$ cat src/rtl/ifetch_pkg.sv
// ifetch_pkg
//   Shared definitions for the instruction fetch sequencer:
//   - state_e       : fetch FSM states
//   - LONG_OP_PREFIX: opcode[7:5] value marking a two-byte instruction
//   - DEF_HALT_*    : default HALT opcode / compare mask
//   - is_two_byte() : length decode of an opcode byte
package ifetch_pkg;

    typedef enum logic [2:0] {
        ST_IDLE,
        ST_FETCH_OP,
        ST_FETCH_ARG,
        ST_ISSUE,
        ST_HALT
    } state_e;

    localparam logic [2:0] LONG_OP_PREFIX  = 3'b001;
    localparam logic [7:0] DEF_HALT_OPCODE = 8'h10;
    localparam logic [7:0] DEF_HALT_MASK   = 8'hF0;

    function automatic logic is_two_byte(input logic [7:0] opcode);
        return (opcode[7:5] == LONG_OP_PREFIX);
    endfunction

endpackage

$ cat src/rtl/ifetch_pc_reg.sv
// ifetch_pc_reg
//   Program counter register with load and modulo-2^ADDR_W increment.
//   Ports:
//     clk, rst_n  : clock, asynchronous active-low reset (pc -> 0)
//     load        : load load_addr (has priority over inc)
//     load_addr   : PC target
//     inc         : advance PC by one, wrapping from all-ones to zero
//     pc          : current PC
//     wrap        : PC is all-ones, so an increment now would wrap to zero
module ifetch_pc_reg #(
    parameter int unsigned ADDR_W = 5
) (
    input  logic              clk,
    input  logic              rst_n,
    input  logic              load,
    input  logic [ADDR_W-1:0] load_addr,
    input  logic              inc,
    output logic [ADDR_W-1:0] pc,
    output logic              wrap
);

    logic [ADDR_W-1:0] pc_d;
    logic [ADDR_W-1:0] pc_q;

    always_comb begin
        pc_d = pc_q;
        if (load) begin
            pc_d = load_addr;
        end else if (inc) begin
            pc_d = pc_q + 1'b1;
        end
    end

    always_ff @(posedge clk or negedge rst_n) begin
        if (!rst_n) begin
            pc_q <= '0;
        end else begin
            pc_q <= pc_d;
        end
    end

    assign pc   = pc_q;
    // Independent of inc/load so the FSM can consult it without a combinational loop.
    assign wrap = (pc_q == '1);

endmodule

$ cat src/rtl/ifetch_sequencer.sv
// ifetch_sequencer
//   Fetch controller for a 32 x 8 instruction ROM. Owns the PC, assembles
//   one- and two-byte instructions and hands them to the decoder over a
//   valid/ready handshake. Execute can redirect the PC; a HALT opcode stops
//   fetch until reset.
//   Ports:
//     clk, rst_n      : clock, asynchronous active-low reset
//     run             : start fetching from current PC (sampled in IDLE)
//     imem_addr       : ROM address (always equals the PC)
//     imem_data       : ROM read data, combinational from imem_addr
//     inst_valid      : instruction presented
//     inst_ready      : decoder accepts the instruction
//     inst_opcode     : first instruction byte
//     inst_operand    : second byte, 0 for one-byte instructions
//     inst_len        : 0 = one byte, 1 = two bytes
//     inst_pc         : address of the opcode byte
//     redirect_valid  : load redirect_addr into the PC
//     redirect_addr   : redirect target
//     halted          : HALT state reached (sticky until reset)
//     fault           : PC wrap trap
//   Build option:
//     IFETCH_WRAP_TRAP_EN : when defined, a PC increment from all-ones to
//                           zero halts fetch with fault=1; otherwise the
//                           wrap is silent and fault stays 0.
module ifetch_sequencer
    import ifetch_pkg::*;
#(
    parameter int unsigned       ADDR_W      = 5,
    parameter int unsigned       DATA_W      = 8,
    parameter logic [DATA_W-1:0] HALT_OPCODE = DEF_HALT_OPCODE,
    parameter logic [DATA_W-1:0] HALT_MASK   = DEF_HALT_MASK
) (
    input  logic              clk,
    input  logic              rst_n,
    input  logic              run,
    output logic [ADDR_W-1:0] imem_addr,
    input  logic [DATA_W-1:0] imem_data,
    output logic              inst_valid,
    input  logic              inst_ready,
    output logic [DATA_W-1:0] inst_opcode,
    output logic [DATA_W-1:0] inst_operand,
    output logic              inst_len,
    output logic [ADDR_W-1:0] inst_pc,
    input  logic              redirect_valid,
    input  logic [ADDR_W-1:0] redirect_addr,
    output logic              halted,
    output logic              fault
);

`ifdef IFETCH_WRAP_TRAP_EN
    localparam logic TRAP_EN = 1'b1;
`else
    localparam logic TRAP_EN = 1'b0;
`endif

    state_e            state_d,  state_q;
    logic [DATA_W-1:0] opcode_d, opcode_q;
    logic [DATA_W-1:0] arg_d,    arg_q;
    logic              len_d,    len_q;
    logic [ADDR_W-1:0] ipc_d,    ipc_q;
    logic              valid_d,  valid_q;
    logic              halted_d, halted_q;
    logic              fault_d,  fault_q;

    logic              pc_load;
    logic              pc_inc;
    logic [ADDR_W-1:0] pc;
    logic              pc_wrap;

    ifetch_pc_reg #(
        .ADDR_W(ADDR_W)
    ) u_pc (
        .clk      (clk),
        .rst_n    (rst_n),
        .load     (pc_load),
        .load_addr(redirect_addr),
        .inc      (pc_inc),
        .pc       (pc),
        .wrap     (pc_wrap)
    );

    always_comb begin
        state_d  = state_q;
        opcode_d = opcode_q;
        arg_d    = arg_q;
        len_d    = len_q;
        ipc_d    = ipc_q;
        fault_d  = fault_q;
        pc_load  = 1'b0;
        pc_inc   = 1'b0;

        unique case (state_q)
            ST_IDLE: begin
                if (redirect_valid) begin
                    pc_load = 1'b1;
                end else if (run) begin
                    state_d = ST_FETCH_OP;
                end
            end
            ST_FETCH_OP: begin
                if (redirect_valid) begin
                    pc_load = 1'b1;
                    state_d = ST_FETCH_OP;
                end else begin
                    opcode_d = imem_data;
                    ipc_d    = pc;
                    pc_inc   = 1'b1;
                    if (TRAP_EN && pc_wrap) begin
                        state_d = ST_HALT;
                        fault_d = 1'b1;
                    end else if (is_two_byte(imem_data[7:0])) begin
                        state_d = ST_FETCH_ARG;
                    end else begin
                        arg_d   = '0;
                        len_d   = 1'b0;
                        state_d = ST_ISSUE;
                    end
                end
            end
            ST_FETCH_ARG: begin
                if (redirect_valid) begin
                    pc_load = 1'b1;
                    state_d = ST_FETCH_OP;
                end else begin
                    pc_inc = 1'b1;
                    if (TRAP_EN && pc_wrap) begin
                        state_d = ST_HALT;
                        fault_d = 1'b1;
                    end else begin
                        arg_d   = imem_data;
                        len_d   = 1'b1;
                        state_d = ST_ISSUE;
                    end
                end
            end
            ST_ISSUE: begin
                // A redirect coinciding with a handshake still consumes the
                // instruction; the redirect target (and not HALT) wins.
                if (redirect_valid) begin
                    pc_load = 1'b1;
                    state_d = ST_FETCH_OP;
                end else if (inst_ready) begin
                    if ((opcode_q & HALT_MASK) == (HALT_OPCODE & HALT_MASK)) begin
                        state_d = ST_HALT;
                    end else begin
                        state_d = ST_FETCH_OP;
                    end
                end
            end
            ST_HALT: begin
                state_d = ST_HALT;
            end
            default: begin
                state_d = ST_IDLE;
            end
        endcase

        valid_d  = (state_d == ST_ISSUE);
        halted_d = (state_d == ST_HALT);
    end

    always_ff @(posedge clk or negedge rst_n) begin
        if (!rst_n) begin
            state_q  <= ST_IDLE;
            opcode_q <= '0;
            arg_q    <= '0;
            len_q    <= 1'b0;
            ipc_q    <= '0;
            valid_q  <= 1'b0;
            halted_q <= 1'b0;
            fault_q  <= 1'b0;
        end else begin
            state_q  <= state_d;
            opcode_q <= opcode_d;
            arg_q    <= arg_d;
            len_q    <= len_d;
            ipc_q    <= ipc_d;
            valid_q  <= valid_d;
            halted_q <= halted_d;
            fault_q  <= fault_d;
        end
    end

    assign imem_addr    = pc;
    assign inst_valid   = valid_q;
    assign inst_opcode  = opcode_q;
    assign inst_operand = arg_q;
    assign inst_len     = len_q;
    assign inst_pc      = ipc_q;
    assign halted       = halted_q;
    assign fault        = fault_q;

endmodule

$ cat config.mk
export PLATFORM = sky130hd
export DESIGN_NAME = ifetch_sequencer
export DESIGN_NICKNAME = d
export VERILOG_FILES = /design/src/rtl/ifetch_pkg.sv /design/src/rtl/ifetch_pc_reg.sv /design/src/rtl/ifetch_sequencer.sv
export SDC_FILE = /design/constraint.sdc
export NUM_CORES = 1
export LEC_CHECK = 0
export CORE_UTILIZATION = 44
export CTS_CLUSTER_DIAMETER = 120
export CTS_CLUSTER_SIZE = 14
export DETAILED_ROUTE_END_ITERATION = 16
export GPL_ROUTABILITY_DRIVEN = 0
export HOLD_SLACK_MARGIN = 0.06
export PLACE_DENSITY = 0.76
export SLEW_MARGIN = 20
export SYNTH_ARGS = -nofsm -noshare
export SYNTH_HDL_FRONTEND = slang
export SYNTH_SLANG_ARGS = --single-unit
$ cat constraint.sdc
create_clock -name clk -period 2 [get_ports clk]
set_input_delay 0.4 -clock clk [delete_from_list [all_inputs] [get_ports clk]]
set_output_delay 0.4 -clock clk [all_outputs]
set_load 0.05 [all_outputs]
==> results.rst <==
.. list-table::
   :header-rows: 1

   * - Metric
     - Value
   * - Number of max-cap violations
     - 0
   * - Worst EP arrival
     - 1550 ps
   * - Endpoints failing setup
     - 0
   * - Cell at the root of the clock tree
     - clkbuf_4
   * - Critical R2R Launch
     - u_pc.pc[0]
   * - Number of max-slew violations in the final report
     - 0
   * - Average cell area after synthesis
     - 12.3 um2
   * - Top delay family on crit path
     - buffers and inverters
   * - Critical path launch point type
     - flip-flop
   * - Clock network latency to the later pin of the worst-skew pair
     - between 300 and 400 ps
   * - Total routed wirelength
     - ~3200 um
   * - Buffers plus inverters on the worst setup path
     - 1
   * - IO Port Bufs
     - 46
   * - Static leakage
     - 0.000880 uW
   * - Net count, final
     - 183
   * - Launch point of the critical path
     - inst_operand[7]
   * - TritonCTS Buffers
     - 5
   * - Clock tree from TritonCTS
     - yes
   * - Final standard cell count with taps included and fillers excluded
     - 209
   * - Period minus WS final
     - 1950 ps
   * - Growth of design area from synthesis to finish
     - 42.8%
   * - Number of cells on the critical path
     - 1
   * - Post-route antenna net violation count
     - 0
   * - Final antenna diode count
     - 0
   * - Die width
     - slightly below 60 um
   * - Final design instance area without fill
     - ~2000 um2
   * - 1st-iter DRT viols
     - 25
   * - Top cells by area, synth
     - dfrtp_1 58%, mux2_1 11%, a22o_1 5.0%
   * - Worst-path cell chain
     - clkdlybuf4s50_1
   * - Floorplan Core Area
     - 3030 um2
   * - Depth of the CTS H-tree
     - 2
   * - Die span in y
     - 58.2 um
   * - Final worst slack
     - 47.3 ps
   * - Initial antenna violation count
     - 0
   * - Slowest cell on the critical path
     - clkdlybuf4s50_1
   * - Wire length of the first global-routing pass
     - 5210 um
   * - Result of the run
     - finished, final reports clean
   * - Number of remaining DRC errors
     - 0
   * - Final critical-path share of the clock period
     - 97.6%
   * - Number of instances in the synthesized netlist
     - 113
   * - Via count of the first global-routing pass
     - 1167
   * - # placed instances
     - ~200
   * - Clock sink count
     - 32
   * - Measured slew at the worst slew-check pin
     - 584 ps
   * - Instance area at placement
     - about 1900 um2
   * - Area leader, netlist
     - dfrtp_1
   * - FILL cells
     - 247
   * - Number of warnings issued by yosys
     - 0
   * - Pin count of the biggest net entering global routing
     - 33
   * - Depth of the worst register-to-register path
     - 4
   * - Crit path kind
     - flip-flop to primary output
   * - Power per cell area
     - 1670 nW/um2
   * - Worst path required time
     - about 1600 ps
   * - Dpl ws
     - -11.9 ps
   * - Distinct cell type count of the synthesized netlist
     - 31
   * - Rows
     - 20
   * - Share of layout cells above drive strength 1
     - 9.70%
   * - Synthesized flop and latch total
     - 32
   * - Max Clk Rate
     - 512 MHz
   * - Highest ir drop seen on vdd
     - 0.00101 V
   * - Number of endpoints with negative hold slack in the final report
     - 0
   * - Area of the die
     - 3380 um2
   * - Drt wl/cell
     - 15.1 um
   * - Worst R2R Setup Slack
     - 290 ps
   * - Largest stage delay on the critical path
     - 810 ps
   * - Number of buffers inserted for hold repair after clock tree synthesis
     - 0
   * - Overall global routing resource usage
     - 21.0%
   * - Setup repair after global routing missed its margin
     - no
   * - Initial Util
     - between 40% and 50%
   * - Largest buffer count on any clock path
     - 2
   * - Post-route clock skew
     - ~23 ps
   * - Dpl hpwl
     - 2280 um
   * - CP Max Fanout
     - 2
   * - Avg Vias per Cell
     - 5.35
   * - Overall overflow remaining after global route
     - 0
   * - Relative slew margins
     - 60.8%
   * - Kind of path behind the tightest hold check
     - input port to asynchronous set/reset pin
   * - Clock edge transition at the registers on the reported setup and hold paths
     - ~110 ps
   * - Sequential share of the synthesized area
     - 57.7%
   * - Terminus of the critical flop-to-flop path
     - u_pc.pc[4]
   * - Syn_nets
     - 132
   * - Initial DRT Pass Iterations
     - 4
   * - # IOs
     - 48
   * - Via count
     - 1118
   * - CP Capture Type
     - primary output
   * - Netlist Area Pre-Place
     - 1390 um2
   * - Portion of synthesized cell area occupied by the leading cell type
     - ~58%
## report_power, final
part           switching, uW  internal [uW]  leakage, uW
Combinational           1150            609     0.000445
Clock                    223            262    0.0000422
Sequential               184            882     0.000393
## layout make-up
cell class	count	area [um2]	share of cell area (%)
Clock buffer	6	41.3	2.08
Sequential cell	32	801	40.4
Clock inverter	2	35.0	1.77
Timing Repair Buffer	51	503	25.4
Tap cell	44	55.1	2.78
Multi-Input combinational cell	71	536	27.0
Inverter	3	11.3	0.568
## cells in the final DEF, fill, tap and decap left out, types with 2 or more instances in the layout
cell type and count:
dlymetal6s2s_1 4, or3_1 2, mux2_1 13, nand2_1 4, or4_1 2, clkdlybuf4s50_1 38
clkbuf_4 5, o31ai_1 4, nand3_1 4, o21ai_0 3, nor2_1 7, dfrtp_1 32
dlygate4sd2_1 4, nor4b_1 2, a31oi_1 8, buf_4 5, a22o_1 8, inv_1 3
## synth_stat cells (all sizes together)
cell type and n:
or4 2, mux2 13, xor2 1, or4b 1
ha 1, a31oi 8, nand2 4, o31ai 4
o21ai 3, clkbuf 1, nor4b 2, or3 2
a22o 8, nand2b 1, nor3 1, nand3 5
and3 1, xnor2 1, or2 1, nor2 7
a21o 1, dfrtp 32, nand3b 1, buf 6
inv 3, conb 1, a31o 1, or3b 1
## per-stage QoR
| step | hold slack, ps | utilization [%] | TNS (ps) | total power, uW |
|---|---|---|---|---|
| floorplan | 104 | - | 0 | 2240 |
| global placement | 468 | 62.8 | 0 | 2820 |
| detailed placement | 474 | 62.8 | -11.9 | 2860 |
| CTS | 454 | 65.1 | 0 | 3330 |
| global route | 477 | 65.5 | 0 | 3460 |
| finish | 443 | 65.5 | 0 | 3310 |
## state kept, by name, summed over array words and instances (netlist names)
register      cells
inst_pc           5
inst_operand      8
halted            1
inst_opcode       8
inst_len          1
state_q           3
inst_valid        1
u_pc.pc           5
## repair_timing
| action | 4_1_cts | 5_1_grt |
|---|---|---|
| gates cloned | 0 | 0 |
| endpoints found under the setup margin | 4 | 4 |
| resized for setup | 4 | 4 |
| pin swaps | 0 | 0 |
| setup buffers | 0 | 0 |
## worst max path at each step
| stage | end | slack [ps] |
|---|---|---|
| floorplan | u_pc.pc[4] | 60 |
| global placement | u_pc.pc[4] | 30 |
| global route | inst_operand[7] | 5 |
| CTS | inst_opcode[7] | 9 |
| finish | inst_operand[7] | 50 |
| detailed placement | u_pc.pc[4] | -10 |
## layer usage
layer	global-route usage (%)	vias up	share of wire [%]
met1	24.9	552	43
li1	-	513	-
met2	34.0	50	49
met5	0	-	0
met4	11.6	0	0.92
met3	6.70	3	6.9
## kinds of logic after synthesis
| kind of cell | Yosys count | synth area share (%) |
|---|---|---|
| flops | 32 | 57.7 |
| simple gates | 29 | 12.5 |
| compound gates | 25 | 13.1 |
| mux | 13 | 10.6 |
| buf+inv | 10 | 3.70 |
| xor+xnor | 2 | 1.26 |
| fa+ha+maj | 1 | 0.902 |
| other cells | 1 | 0.270 |
Power figures use the tool's default switching activity.
